--- config.mk ---
export PLATFORM = sky130hd
export DESIGN_NAME = sd_cmd_engine
export DESIGN_NICKNAME = d
export VERILOG_FILES = /design/src/rtl/sd_cmd_engine_pkg.sv /design/src/rtl/sd_crc7.sv /design/src/rtl/sd_cmd_engine.sv
export SDC_FILE = /design/constraint.sdc
export NUM_CORES = 1
export LEC_CHECK = 0
export ABC_AREA = 1
export CORE_UTILIZATION = 60
export DETAILED_ROUTE_END_ITERATION = 10
export PLACE_DENSITY = 0.92
export SYNTH_ARGS = -nofsm -noshare
export SYNTH_HDL_FRONTEND = slang
export SYNTH_SLANG_ARGS = --single-unit
--- constraint.sdc ---
create_clock -name clock -period 26.1 [get_ports clock]
set_input_delay 5.22 -clock clock [delete_from_list [all_inputs] [get_ports clock]]
set_output_delay 5.22 -clock clock [all_outputs]
set_load 0.02 [all_outputs]
--- src/rtl/sd_cmd_engine_pkg.sv ---
// Shared constants for the SD CMD-line engine: state codes, response types, CRC7 polynomial.
// Latency: n/a (definitions only).
// Backpressure: n/a.
package sd_cmd_engine_pkg;

    // Engine states
    localparam logic [2:0] ST_IDLE  = 3'd0;
    localparam logic [2:0] ST_SEND  = 3'd1;
    localparam logic [2:0] ST_WAIT  = 3'd2;
    localparam logic [2:0] ST_RECV  = 3'd3;
    localparam logic [2:0] ST_CHECK = 3'd4;
    localparam logic [2:0] ST_DONE  = 3'd5;

    // Response type field values
    localparam logic [1:0] RESP_NONE = 2'b00;
    localparam logic [1:0] RESP_48   = 2'b01;
    localparam logic [1:0] RESP_136  = 2'b10;
    localparam logic [1:0] RESP_48B  = 2'b11;

    // x^7 + x^3 + 1, leading term implicit
    localparam logic [6:0] CRC7_POLY = 7'h09;

    localparam int FRAME_W_48  = 48;
    localparam int FRAME_W_136 = 136;

    // One serial CRC7 step, message bits MSB first
    function automatic logic [6:0] crc7_step(input logic [6:0] crc, input logic bit_in);
        logic fb;
        fb = crc[6] ^ bit_in;
        return {crc[5:0], 1'b0} ^ (fb ? CRC7_POLY : 7'h00);
    endfunction

endpackage

--- src/rtl/sd_crc7.sv ---
// Serial CRC7 accumulator (x^7+x^3+1, init 0), one message bit per enabled clock.
// Latency: crc reflects a bit one clock after it is presented with en=1.
// Backpressure: none; clear has priority over en.
module sd_crc7
    import sd_cmd_engine_pkg::*;
(
    input  logic       clock,
    input  logic       reset,
    input  logic       clear,
    input  logic       en,
    input  logic       bit_in,
    output logic [6:0] crc
);

    // Accumulate remainder; clear restarts a new frame
    always_ff @(posedge clock or posedge reset) begin
        if (reset) begin
            crc <= 7'h00;
        end else if (clear) begin
            crc <= 7'h00;
        end else if (en) begin
            crc <= crc7_step(crc, bit_in);
        end
    end

endmodule

--- src/rtl/sd_cmd_engine.sv ---
// SD CMD-line engine: serialises a 48-bit command with CRC7, then captures and checks the response.
// Latency: first bit on the first sd_clk_en tick after start; done one clock after last bit (two with response check).
// Backpressure: start is ignored while busy; no other flow control.
module sd_cmd_engine
    import sd_cmd_engine_pkg::*;
#(
    parameter int TIMEOUT_TICKS = 64,
    parameter int CNT_W         = 8
) (
    input  logic         clock,
    input  logic         reset,
    input  logic         sd_clk_en,
    input  logic         start,
    input  logic [5:0]   cmd_index,
    input  logic [31:0]  cmd_arg,
    input  logic [1:0]   resp_type,
    input  logic         crc_check_en,
    input  logic         index_check_en,
    input  logic         cmd_in,
    output logic         cmd_out,
    output logic         cmd_oe,
    output logic         busy,
    output logic         done,
    output logic [127:0] response,
    output logic         err_timeout,
    output logic         err_crc,
    output logic         err_index,
    output logic         err_end
);

    logic [2:0]       state;
    logic [CNT_W-1:0] cnt;
    logic [39:0]      tx_shift;
    logic [5:0]       idx_q;
    logic [1:0]       rtype_q;
    logic             crc_en_q;
    logic             idx_en_q;
    // Only the low 128 bits of a response are ever inspected; older bits fall off the top
    logic [127:0]     rx_frame;

    logic [6:0]       tx_crc;
    logic [6:0]       rx_crc;
    logic [7:0]       tx_crc_ext;
    logic [2:0]       crc_sel;
    logic [CNT_W-1:0] rx_top;
    logic             is_48;
    logic             is_136;
    logic             has_resp;
    logic             start_ok;
    logic             tx_crc_en;
    logic             rx_crc_en;
    logic             rx_crc_clr;
    logic             tx_bit;

    assign is_136     = (rtype_q == RESP_136);
    assign is_48      = (rtype_q == RESP_48) || (rtype_q == RESP_48B);
    assign has_resp   = is_48 || is_136;
    assign start_ok   = start && !busy && (state == ST_IDLE);

    // TX CRC covers frame bits 47..8 (the 40 header/argument bits)
    assign tx_crc_en  = (state == ST_SEND) && sd_clk_en && (cnt >= CNT_W'(8));

    // RX CRC covers frame bits [top:8]; the start bit is zero and cannot change a zero-seeded CRC
    assign rx_top     = is_136 ? CNT_W'(FRAME_W_136 - 9) : CNT_W'(FRAME_W_48 - 2);
    assign rx_crc_clr = (state == ST_WAIT) && sd_clk_en && !cmd_in;
    assign rx_crc_en  = (state == ST_RECV) && sd_clk_en &&
                        (cnt >= CNT_W'(8)) && (cnt <= rx_top);

    // Frame positions 7..1 carry crc[6..0]
    assign crc_sel    = cnt[2:0] - 3'd1;
    assign tx_crc_ext = {1'b1, tx_crc};

    // Select the outgoing frame bit for the current counter position
    always_comb begin
        tx_bit = 1'b1;
        if (cnt >= CNT_W'(8)) begin
            tx_bit = tx_shift[39];
        end else if (cnt != '0) begin
            tx_bit = tx_crc_ext[crc_sel];
        end
    end

    sd_crc7 u_tx_crc (
        .clock  (clock),
        .reset  (reset),
        .clear  (start_ok),
        .en     (tx_crc_en),
        .bit_in (tx_shift[39]),
        .crc    (tx_crc)
    );

    sd_crc7 u_rx_crc (
        .clock  (clock),
        .reset  (reset),
        .clear  (rx_crc_clr),
        .en     (rx_crc_en),
        .bit_in (cmd_in),
        .crc    (rx_crc)
    );

    // Command/response sequencer with registered pad and status outputs
    always_ff @(posedge clock or posedge reset) begin
        if (reset) begin
            state       <= ST_IDLE;
            cnt         <= '0;
            tx_shift    <= '0;
            idx_q       <= '0;
            rtype_q     <= RESP_NONE;
            crc_en_q    <= 1'b0;
            idx_en_q    <= 1'b0;
            rx_frame    <= '0;
            cmd_out     <= 1'b1;
            cmd_oe      <= 1'b0;
            busy        <= 1'b0;
            done        <= 1'b0;
            response    <= '0;
            err_timeout <= 1'b0;
            err_crc     <= 1'b0;
            err_index   <= 1'b0;
            err_end     <= 1'b0;
        end else begin
            done <= 1'b0;
            // Outside SEND the pad is released on every bit time
            if (state != ST_SEND && sd_clk_en) begin
                cmd_oe  <= 1'b0;
                cmd_out <= 1'b1;
            end
            case (state)
                ST_IDLE: begin
                    if (start_ok) begin
                        idx_q       <= cmd_index;
                        rtype_q     <= resp_type;
                        crc_en_q    <= crc_check_en;
                        idx_en_q    <= index_check_en;
                        tx_shift    <= {2'b01, cmd_index, cmd_arg};
                        cnt         <= CNT_W'(FRAME_W_48 - 1);
                        err_timeout <= 1'b0;
                        err_crc     <= 1'b0;
                        err_index   <= 1'b0;
                        err_end     <= 1'b0;
                        busy        <= 1'b1;
                        state       <= ST_SEND;
                    end
                end
                ST_SEND: begin
                    if (sd_clk_en) begin
                        cmd_oe  <= 1'b1;
                        cmd_out <= tx_bit;
                        if (cnt >= CNT_W'(8)) begin
                            tx_shift <= {tx_shift[38:0], 1'b0};
                        end
                        if (cnt == '0) begin
                            if (has_resp) begin
                                state <= ST_WAIT;
                            end else begin
                                state <= ST_DONE;
                                done  <= 1'b1;
                            end
                        end else begin
                            cnt <= cnt - CNT_W'(1);
                        end
                    end
                end
                ST_WAIT: begin
                    if (sd_clk_en) begin
                        if (!cmd_in) begin
                            cnt      <= is_136 ? CNT_W'(FRAME_W_136 - 2) : CNT_W'(FRAME_W_48 - 2);
                            rx_frame <= '0;
                            state    <= ST_RECV;
                        end else if (cnt == CNT_W'(TIMEOUT_TICKS - 1)) begin
                            err_timeout <= 1'b1;
                            done        <= 1'b1;
                            state       <= ST_DONE;
                        end else begin
                            cnt <= cnt + CNT_W'(1);
                        end
                    end
                end
                ST_RECV: begin
                    if (sd_clk_en) begin
                        rx_frame <= {rx_frame[126:0], cmd_in};
                        if (cnt == '0) begin
                            state <= ST_CHECK;
                        end else begin
                            cnt <= cnt - CNT_W'(1);
                        end
                    end
                end
                ST_CHECK: begin
                    if (is_136) begin
                        response  <= {8'h00, rx_frame[127:8]};
                        err_index <= 1'b0;
                    end else begin
                        response  <= {96'h0, rx_frame[39:8]};
                        err_index <= idx_en_q && (rx_frame[45:40] != idx_q);
                    end
                    err_crc <= crc_en_q && (rx_crc != rx_frame[7:1]);
                    err_end <= !rx_frame[0];
                    done    <= 1'b1;
                    state   <= ST_DONE;
                end
                ST_DONE: begin
                    busy  <= 1'b0;
                    state <= ST_IDLE;
                end
                default: begin
                    state <= ST_IDLE;
                end
            endcase
        end
    end

endmodule

-- Yosys cells after proc, flatten, opt, wreduce, memory -nomap -nowiden
Cells that the tools add are included.
- bitwise operators: 4
- order comparisons: 3
- mux-type cells: 62
- add/sub/neg operators: 3
- equality and inequality tests: 26
- reduce and logical (&&, ||, !) cells: 37
- operators with widths (cell ; number):
    128-bit 2-to-1 mux ; 3
    128-bit case mux with 2 select lines ; 1
    120-bit 2-to-1 mux ; 1
    40-bit 2-to-1 mux ; 3
    40-bit case mux with 2 select lines ; 1
    8-bit 2-to-1 mux ; 7
    7-bit 2-to-1 mux ; 5
    3-bit 2-to-1 mux ; 9
    8-bit case mux with 3 select lines ; 1
    1-bit 2-to-1 mux ; 21
    3-bit case mux with 5 select lines ; 1
    2-bit != test, second input constant ; 7
    2-bit nonzero test ; 7
    7-bit bitwise XOR ; 2
    1-bit logical AND ; 12
    2-bit by 1-bit != test with 1-bit output, second input constant ; 5
    1-bit case mux with 2 select lines ; 5
    8-bit by 1-bit adder with 8-bit output, second input constant ; 1
    8-bit by 6-bit equality test with 1-bit output, second input constant ; 1
    8-bit by 4-bit >= comparator with 1-bit output, second input constant ; 1
    8-bit by 7-bit less-or-equal comparator with 1-bit output ; 1
    8-bit logical NOT ; 1
    4-bit 2-to-1 mux ; 2
    4-bit AND reduction ; 2
    26 further kinds ; 35
- register bits after elaboration: 339
- output and inout bits: 136

-- Logic depth before layout (Yosys ltp)
Gate-level depths: netlist of run 1.
- word-level depth: 7
- mapped depth: 13
- depth with buffers taken out: 11

-- Cells and area by module
A second synthesis of run 1 with hierarchy kept.
- cell total of the unflattened synthesis: 1388
- area, all modules: 13758.2 um^2
- modules (own cells, without submodules) (module ; cells an instance ; times used ; area each (um^2)):
    sd_cmd_engine ; 1310 ; 1 ; 13115.1
    sd_crc7 ; 39 ; 2 ; 321.6

-- Least setup slack after synthesis of run 1
No wires, ideal clock.
- kind: input port to flip-flop
- from: in sd_clk_en
- to: reg rx_frame[100]
- path slack: 19.744 ns
- library setup time: 0.127 ns
- stages: 7
- data required time: 25.973 ns
- path buffers: 3
- arrival: 6.228 ns
- cell sequence: clkbuf_1 -> nand4_1 -> a21boi_2 -> inv_2 -> buf_6 -> buf_6 -> o22ai_2
- word-level cells in the longest chain between the ends: 2
- RTL lines (what ; line ; text):
    from (decl) ; sd_cmd_engine.sv:12 ; input logic sd_clk_en,
    2-bit != test (no source line) ; -- ;
    4-bit AND reduction (no source line) (*) ; -- ;
    to (signal assigned) ; sd_cmd_engine.sv:181 ; rx_frame <= {rx_frame[126:0], cmd_in};
    to (decl) ; sd_cmd_engine.sv:39 ; logic [127:0] rx_frame;
Mark *: on every way between the ends. The rest lies on a longest branch, timed or not.
A chain may end at the register's enable or synchronous reset.

-- Final worst setup path of run 1
- from: in sd_clk_en
- to: reg rx_frame[33]
Same word-level chain as after synthesis.

==> impl_metrics.yaml, run 1 <==
sta:
  fin_crit_ps: 7680
  slew_viol_final: 0
  clock_skew_ps: 16.2
  slew_headroom_pct: 19.9
  finalSetupViolCount: 0
  worstMarginPinSlew_ps: 1200
  rsz0062_at_grt: "false"
  hold_viol_final: 0
  fmax_mhz: 130
  period_share_pct: 29.4
  finalSetupTns_ps: 0
clocking:
  clk_latency_ps: 510
  clockBufferDepth: 3
  h-tree-depth: 2
  post-cts-setup-buffers: 0
  root_buffer: "clkbuf_16"
  ctsResizeCount: 0
  cts_buffers: 35
  cts_tree: "done"
  clkSlewWorstSetupHoldPaths_ps: 70
  cts_sinks: 331
  postCtsHoldBufs: 0
synthesis:
  synth-seq-cells: 331
  synthTopCellsByArea: "dfrtp_1 57%, o22ai_2 10%, nand2_1 7.2%"
  ys.flop_type: "dfrtp_1"
  synthTopCellsByCount: "330 x dfrtp_1, 280 x nand2_1, 208 x inv_1, 120 x o22ai_2, 88 x o31ai_1"
  synthesis.area_sq_mm: 0.0145
  synth.distinct_cells: 34
  avgSynthCellArea_sq_um: 10.3
  yosysSeqAreaShare_pct: 57.0
  synth_top_area_share_pct: 56.9
  synthCells: 1409
  yosys.cell_count.top_type: "dfrtp_1"
  synth_edf_count: 0
  ys_warn_count: 0
  yosys.area.top_type: "dfrtp_1"
  synthArstFlopShare_pct: 100
die:
  dieHeight_um: 158
  core_sq_mm: 0.0236
  fp.dieW_um: 158
  num_io_pins: 183
  initial_core_util_pct: 61.5
  dieArea_sq_mm: 0.0248
  rows: 56
route:
  num_vias: 10682
  routed_wl_mm: 33.5
  vias_per_cell: 5.68
  drtPass1Iterations: 8
  drtIter0Drc: 1036
  final_antenna_net_count: 0
  route.met3.wl_mm: 2.17
  wl_met1_mm: 14.0
  wl_met2_mm: 16.5
  top_layer_used: "met4"
  wl_per_cell_um: 17.8
  route.detailed.drc: 0
critical_path:
  cp.required_ps: 26420
  max_stage_delay_ps: 1000
  start_kind: "input pin"
  worstPathCellList: "clkdlybuf4s50_1 > nand4_1 > buf_4 > buf_4 > o22ai_2"
  crit_slowest_cell: "buf_4"
  crit_top_cell: "buf_4"
  worst_setup_path_end_kind: "flop"
  cp_max_fo: 70
  critPathBufInv: 3
  crit_family: "buffers and inverters"
  critPathKind: "input pin to flop"
  arrival_ps: 8000
pwr:
  vdd_drop_max_mv: 0.0652
  powerDensity_mw_per_mm2: 119
  p_leak_uw: 0.00766
placed_design:
  place_area_sq_mm: 0.0162
  hpwlAfterDp_mm: 20.1
  portBuffers: 174
  gp_congestion: 0.882
global_routing:
  grt_overflow: 0
  antenna_found_initial: 1
  grt_start_max_net_pins: 167
  grt_usage_pct: 27.7
  grt_pass1_wl_mm: 54.3
  grt_pass1_vias: 10623
min_path:
  hold_path_class: "flop to flop"
run_status:
  status: "complete, no violations"
layout:
  layout-drive-gt1-share_pct: 13.1
  area_growth_pct: 19.4
  fin_area_sq_mm: 0.0173
  nets: 1592
flow_run:
  drv_cap: 0
[placed cells by master (no fill, tap or decap), drive strengths merged]
master,synthesis,layout
clkbuf,21,47
o21ai,100,100
nand3,42,42
or2,2,2
o21a,1,1
diode,0,1
a21oi,6,6
xnor2,10,10
xor2,7,7
nand2,283,283
nor2,35,35
conb,1,8
buf,74,7
inv,215,217
ha,6,6
o31ai,88,88
bufinv,0,3
dfstp,1,1
clkinv,0,7
o211ai,39,39
a31o,1,1
o22ai,133,133
clkdlybuf4s50,0,174
nor3,7,7
dfrtp,330,330
nand4,6,6
a21boi,1,1
[kinds of logic after synthesis]
kind of cell    share of synthesized area, %
buf+inv                                 9.45
simple gates                            10.6
xor+xnor                                1.03
fa+ha+maj                              0.517
other cells                           0.0258
flops                                   57.0
compound gates                          21.3
[worst min-delay path, delay by kind of cell, from the launching register on]
family	cells	cell delay, ps
DFF	1	340
and+or+nand+nor	1	50
AOI/OAI and AO/OA	1	50
[power by group]
group	switching, uW	total, uW	internal, uW
registers	101	793	693
logic	497	783	286
clock network	197	488	291
[sequential cells by signal (all words and copies together) (netlist names), 2 cells and up, named ones only]
signal / count
rx_frame: 128
cnt: 8
response: 120
state: 3
u_tx_crc.crc: 7
tx_shift: 40
rtype_q: 2
idx_q: 6
u_rx_crc.crc: 7
[per-stage QoR]
step / instances / hold WS (ps) / util (%) / setup slack (ps) / power (uW)
after global routing: 1881 / 500 / 73.4 / 18310 / 2190
after CTS: 1880 / 483 / 73.4 / 18510 / 2070
after global placement: 1821 / 465 / 68.7 / 18120 / 1520
final: 1881 / 479 / 73.4 / 18420 / 2060
after detailed placement: 1821 / 468 / 68.7 / 18010 / 1570
after floorplan: 1416 / 438 / - / 11710 / 1330
[worst paths after layout]
check,slack [ps],endpoint,from,cells past startpoint
max,18420,rx_frame[33]$_DFFE_PP0P_,sd_clk_en,5
min,480,response[98]$_DFFE_PP0P_,response[98]$_DFFE_PP0P_,2
max reg2reg,22440,response[63]$_DFFE_PP0P_,state[0]$_DFFE_PP0P_,8
min reg2reg,480,response[98]$_DFFE_PP0P_,response[98]$_DFFE_PP0P_,2
max in group asynchronous,19310,u_tx_crc.crc[2]$_DFFE_PP0P_,reset,3
min in group asynchronous,5320,response[71]$_DFFE_PP0P_,reset,2
[per-layer routing]
metal  track usage (%)  vias up
li1                  -     4942
met4              10.1        0
met1              37.3     5272
met3              4.43       80
met2              45.8      388
met5                 0        -
[layout make-up]
type / instances / area (sq um)
Sequential cell: 331 / 8280
Fill cell: 1561 / 6270
Multi-Input combinational cell: 775 / 4910
Timing Repair Buffer: 181 / 1810
Clock buffer: 47 / 971
Inverter: 215 / 820
Tap cell: 319 / 399
Clock inverter: 12 / 146
Antenna cell: 1 / 2.50
No activity file was read; power rests on OpenSTA's default activity.
==> inputs of run 2 (changes only) <==
--- a/config.mk
+++ b/config.mk
@@ -6,9 +6,9 @@
 export NUM_CORES = 1
 export LEC_CHECK = 0
 export ABC_AREA = 1
-export CORE_UTILIZATION = 60
+export CORE_UTILIZATION = 50
 export DETAILED_ROUTE_END_ITERATION = 10
-export PLACE_DENSITY = 0.92
+export PLACE_DENSITY = 0.83
 export SYNTH_ARGS = -nofsm -noshare
 export SYNTH_HDL_FRONTEND = slang
 export SYNTH_SLANG_ARGS = --single-unit
==> constraint.sdc (replaced) <==
create_clock -name clock -period 6.6 [get_ports clock]
set_input_delay 1.32 -clock clock [delete_from_list [all_inputs] [get_ports clock]]
set_output_delay 1.32 -clock clock [all_outputs]
set_load 0.02 [all_outputs]
==> impl_metrics.yaml, run 2 (synthesized netlist as in run 1, its figures left out) <==
layout:
  top_regs: "rx_frame (128), response (120), tx_shift (40)"
  regMostFlops: "rx_frame"
  layout-drive-gt1-share_pct: 13.5
  final_cell_mix: "330 x dfrtp_1, 278 x nand2_1, 207 x inv_1, 174 x clkdlybuf4s50_1, 120 x o22ai_2"
  final_common_cell: "dfrtp_1"
  largest_register_ffs: 128
  area_growth_pct: 20.8
  nets: 1594
  fin_util_pct: 61.3
  diodes: 0
critical_path:
  critPathKind: "input pin to flop"
  cp_max_fo: 70
  crit_top_cell: "buf_4"
  arrival_ps: 4110
  critical_path.endpoint: "rx_frame[23]$_DFFE_PP0P_"
  max_stage_delay_ps: 920
  cp.required_ps: 6940
  r2r_end: "rx_frame[23]$_DFFE_PP0P_"
  crit_slowest_cell: "buf_4"
  r2r-start: "state[2]$_DFFE_PP0P_"
  worstPathCellList: "clkdlybuf4s50_1 > nand4_1 > buf_4 > buf_4 > o22ai_2"
  ff2ff_setup_slack_ps: 3540
  rr_worst_depth: 5
  worst_setup_path_end_kind: "flop"
  start_kind: "input pin"
  crit_start: "sd_clk_en"
route:
  num_vias: 10376
  drtPass1Iterations: 5
  drtIter0Drc: 864
  routed_wl_mm: 31.7
  final_antenna_net_count: 0
  wl_per_cell_um: 16.2
  vias_per_cell: 5.33
  route.detailed.drc: 0
sta:
  slew_headroom_pct: 24.8
  period_share_pct: 57.2
  finalSetupViolCount: 0
  fin_crit_ps: 3770
  rsz0062_at_grt: "false"
  hold_viol_final: 0
  slew_viol_final: 0
  worstMarginPinSlew_ps: 1130
  clock_skew_ps: 14.3
  fmax_mhz: 265
  finalSetupTns_ps: 0
clocking:
  clockBufferDepth: 3
  clk_latency_ps: 510
  cts_sinks: 331
  root_buffer: "clkbuf_16"
  clkSlewWorstSetupHoldPaths_ps: 60
  ctsResizeCount: 0
  postCtsHoldBufs: 0
  h-tree-depth: 2
  cts_tree: "done"
  cts_buffers: 35
  post-cts-setup-buffers: 0
placed_design:
  hpwlAfterDp_mm: 19.5
  gp_congestion: 0.890
  portBuffers: 174
global_routing:
  grt_overflow: 0
  grt_usage_pct: 21.5
  grt_busiest_layer: "met2"
  grt_pass1_vias: 10019
  antenna_found_initial: 0
  grtUsageMet2_pct: 35.1
  use_met3_pct: 4.21
  grt_start_max_net_pins: 188
  met1_usage_pct: 29.2
  grt_pass1_wl_mm: 51.4
min_path:
  hold_path_class: "flop to flop"
pwr:
  powerDensity_mw_per_mm2: 468
  vdd_drop_max_mv: 0.219
  intPower_uw: 5150
  p_leak_uw: 0.00772
  clock_power_share_pct: 25.0
  p_sw_uw: 3060
  seqPwrFrac_pct: 38.0
  power_frac_comb_pct: 37.0
  swShare_pct: 37.3
die:
  num_io_pins: 183
  core_sq_mm: 0.0286
  rows: 62
  initial_core_util_pct: 50.7
  dieArea_sq_mm: 0.0297
  dieHeight_um: 172
  fp.dieW_um: 172
run_status:
  status: "complete, no violations"
flow_run:
  drv_cap: 0
-- run 2: area by class of cell --
cell class / count / area (sq um)
clock buffers: 47 / 1010
clock inverters: 13 / 208
flip-flops and latches: 331 / 8280
multi-input cells: 775 / 4910
inverters: 215 / 816
fillers: 2230 / 11100
well taps: 384 / 480
repair buffers: 183 / 1830
-- run 2: power by group through the flow --
stage	sequential, uW	combinational [uW]	clock, uW
2_1_floorplan	3280	1990	0
4_1_cts	3120	3050	2100
3_3_place_gp	3120	2930	0
3_5_place_dp	3140	3020	0
5_1_grt	3190	3390	2180
6_report	3120	3040	2050
-- run 2: how the worst min path moves through the flow --
stage,from,to,depth (start not counted)
2_1_floorplan,rx_frame[0]$_DFFE_PP0P_,err_end$_DFFE_PP0P_,1
3_3_place_gp,crc_en_q$_DFFE_PP0P_,crc_en_q$_DFFE_PP0P_,2
3_5_place_dp,crc_en_q$_DFFE_PP0P_,crc_en_q$_DFFE_PP0P_,2
4_1_cts,response[110]$_DFFE_PP0P_,response[110]$_DFFE_PP0P_,2
5_1_grt,response[39]$_DFFE_PP0P_,response[39]$_DFFE_PP0P_,2
6_report,response[81]$_DFFE_PP0P_,response[81]$_DFFE_PP0P_,2
-- run 2: critical path: cells and delay by family --
family	cells	cell delay [ps]
buf+inv	3	2370
compound gates	1	150
simple gates	1	210
-- run 2: stage by stage --
stage	instances	cell area, sq um	worst slack (ps)	power, uW	hold slack, ps
floorplan	1416	14600	860	5260	438
global placement	1888	16300	2420	6050	460
detailed placement	1888	16300	2340	6160	468
CTS	1948	17500	2870	8270	484
global route	1948	17500	2690	8760	500
finish	1948	17500	2830	8210	479
-- run 2: routing by layer --
| metal | vias to the layer above | wire (um) |
|---|---|---|
| li1 | 4955 | - |
| met1 | 5087 | 14100 |
| met2 | 287 | 15100 |
| met3 | 47 | 1870 |
| met4 | 0 | 618 |
| met5 | - | 0 |
==> inputs of run 3 (changes only) <==
==> constraint.sdc (replaced) <==
create_clock -name clock -period 3.12 [get_ports clock]
set_input_delay 0.624 -clock clock [delete_from_list [all_inputs] [get_ports clock]]
set_output_delay 0.624 -clock clock [all_outputs]
set_load 0.02 [all_outputs]
==> impl_metrics.yaml, run 3 (synthesized netlist as in run 1, its figures left out) <==
clocking:
  root_buffer: "clkbuf_16"
  clk_latency_ps: 520
  post-cts-setup-buffers: 0
  postCtsHoldBufs: 0
  h-tree-depth: 2
  cts_buffers: 36
  clockBufferDepth: 3
  clkSlewWorstSetupHoldPaths_ps: 60
  ctsResizeCount: 0
  cts_sinks: 331
  cts_tree: "done"
global_routing:
  grt_start_max_net_pins: 152
  grt_pass1_wl_mm: 52.4
  grt_pass1_vias: 10375
  grt_overflow: 0
  grt_usage_pct: 22.0
  antenna_found_initial: 0
pwr:
  seqPwrFrac_pct: 38.3
  clock_power_share_pct: 23.9
  swShare_pct: 37.6
  vdd_drop_max_mv: 0.558
  finalPower_uw: 17200
  powerDensity_mw_per_mm2: 975
  p_leak_uw: 0.00779
  p_sw_uw: 6490
  power_frac_comb_pct: 37.8
  intPower_uw: 10800
die:
  initial_core_util_pct: 50.7
  rows: 62
  core_sq_mm: 0.0286
  dieArea_sq_mm: 0.0297
  num_io_pins: 183
  dieHeight_um: 172
  fp.dieW_um: 172
min_path:
  hold_path_class: "input pin to asynchronous set/reset pin"
route:
  vias_per_cell: 5.34
  drtIter0Drc: 826
  routed_wl_mm: 32.2
  route.detailed.drc: 0
  wl_per_cell_um: 16.4
  final_antenna_net_count: 0
  num_vias: 10493
  drtPass1Iterations: 5
placed_design:
  place_area_sq_mm: 0.0165
  hpwlAfterDp_mm: 20.5
  gp_congestion: 0.934
  portBuffers: 174
sta:
  rsz0062_at_grt: "false"
  slew_headroom_pct: 32.0
  fin_crit_ps: 2270
  clock_skew_ps: 19.2
  finalSetupViolCount: 0
  fmax_mhz: 441
  hold_viol_final: 0
  slew_viol_final: 0
  worstMarginPinSlew_ps: 1020
  period_share_pct: 72.7
layout:
  largest_register_ffs: 128
  regMostFlops: "rx_frame"
  top_regs: "rx_frame (128), response (120), tx_shift (40)"
  fin_area_sq_mm: 0.0177
  layout-drive-gt1-share_pct: 13.8
  final_common_cell: "dfrtp_1"
  nets: 1608
  diodes: 0
  final_cell_mix: "330 x dfrtp_1, 278 x nand2_1, 207 x inv_1, 174 x clkdlybuf4s50_1, 120 x o22ai_2"
  area_growth_pct: 21.8
critical_path:
  arrival_ps: 2630
  rr_worst_depth: 5
  start_kind: "flop"
  critPathKind: "flop to flop"
  ff2ff_setup_slack_ps: 850
  worst_setup_path_end_kind: "flop"
  cp_max_fo: 117
  r2r_end: "rx_frame[126]$_DFFE_PP0P_"
  cp.required_ps: 3480
  r2r-start: "state[2]$_DFFE_PP0P_"
run_status:
  status: "complete, no violations"
flow_run:
  drv_cap: 0
[run 3: cell types whose count changed in the layout (fill, tap and decap cells not counted)]
cell,change
buf_4,+3
clkinv_8,-1
inv_6,+1
clkbuf_16,+1
clkbuf_1,+9
buf_12,+10
clkbuf_8,+2
clkinv_2,-4
bufinv_16,-4
clkinvlp_4,-1
[run 3: through the flow]
stage	std cells	hold slack [ps]	worst slack, ps	TNS [ps]	util, %
after floorplan	1416	438	-1920	-635590	-
after global placement	1901	462	669	0	57.8
after detailed placement	1901	464	630	0	57.8
after CTS	1964	426	832	0	61.8
after global routing	1964	457	725	0	61.8
final	1964	442	851	0	61.8
[run 3: metal layers]
| layer | track usage [%] | routed length [um] |
|---|---|---|
| met1 | 29.3 | 13900 |
| met2 | 36.6 | 15700 |
| met3 | 3.82 | 1830 |
| met5 | 0 | 0 |
| met4 | 7.27 | 765 |
[run 3: how the worst max path moves through the flow]
stage,start,to,slack (ps),cells past startpoint
after floorplan,reset,asynchronous set/reset pin,-1920,1
final,state[2]$_DFFE_PP0P_,rx_frame[126]$_DFFE_PP0P_,850,5
after global placement,sd_clk_en,rx_frame[120]$_DFFE_PP0P_,670,5
after global routing,state[2]$_DFFE_PP0P_,tx_shift[2]$_DFFE_PP0P_,720,7
after detailed placement,sd_clk_en,rx_frame[126]$_DFFE_PP0P_,630,5
after CTS,cmd_out$_DFF_PP1_,cmd_out,830,1
[run 3: layout make-up]
| cell class | instances | area, sq um |
|---|---|---|
| flip-flops and latches | 331 | 8280 |
| multi-input cells | 775 | 4910 |
| well taps | 384 | 480 |
| inverters | 215 | 816 |
| clock inverters | 4 | 52.6 |
| clock buffers | 59 | 1100 |
| repair buffers | 196 | 2060 |
| fillers | 2225 | 10900 |
[run 3: power by group through the flow]
stage	Combinational [uW]	Sequential [uW]	Clock (uW)
floorplan	4210	6930	0
CTS	6550	6600	4250
global placement	6270	6590	0
global route	7250	6750	4390
finish	6520	6600	4120
detailed placement	6490	6650	0
[run 3: worst max-delay path: stages (launching register included)]
cell and delay (ps):
dfrtp_1 560, inv_2 180, nand4_1 160, buf_4 280
buf_12 510, o22ai_1 160
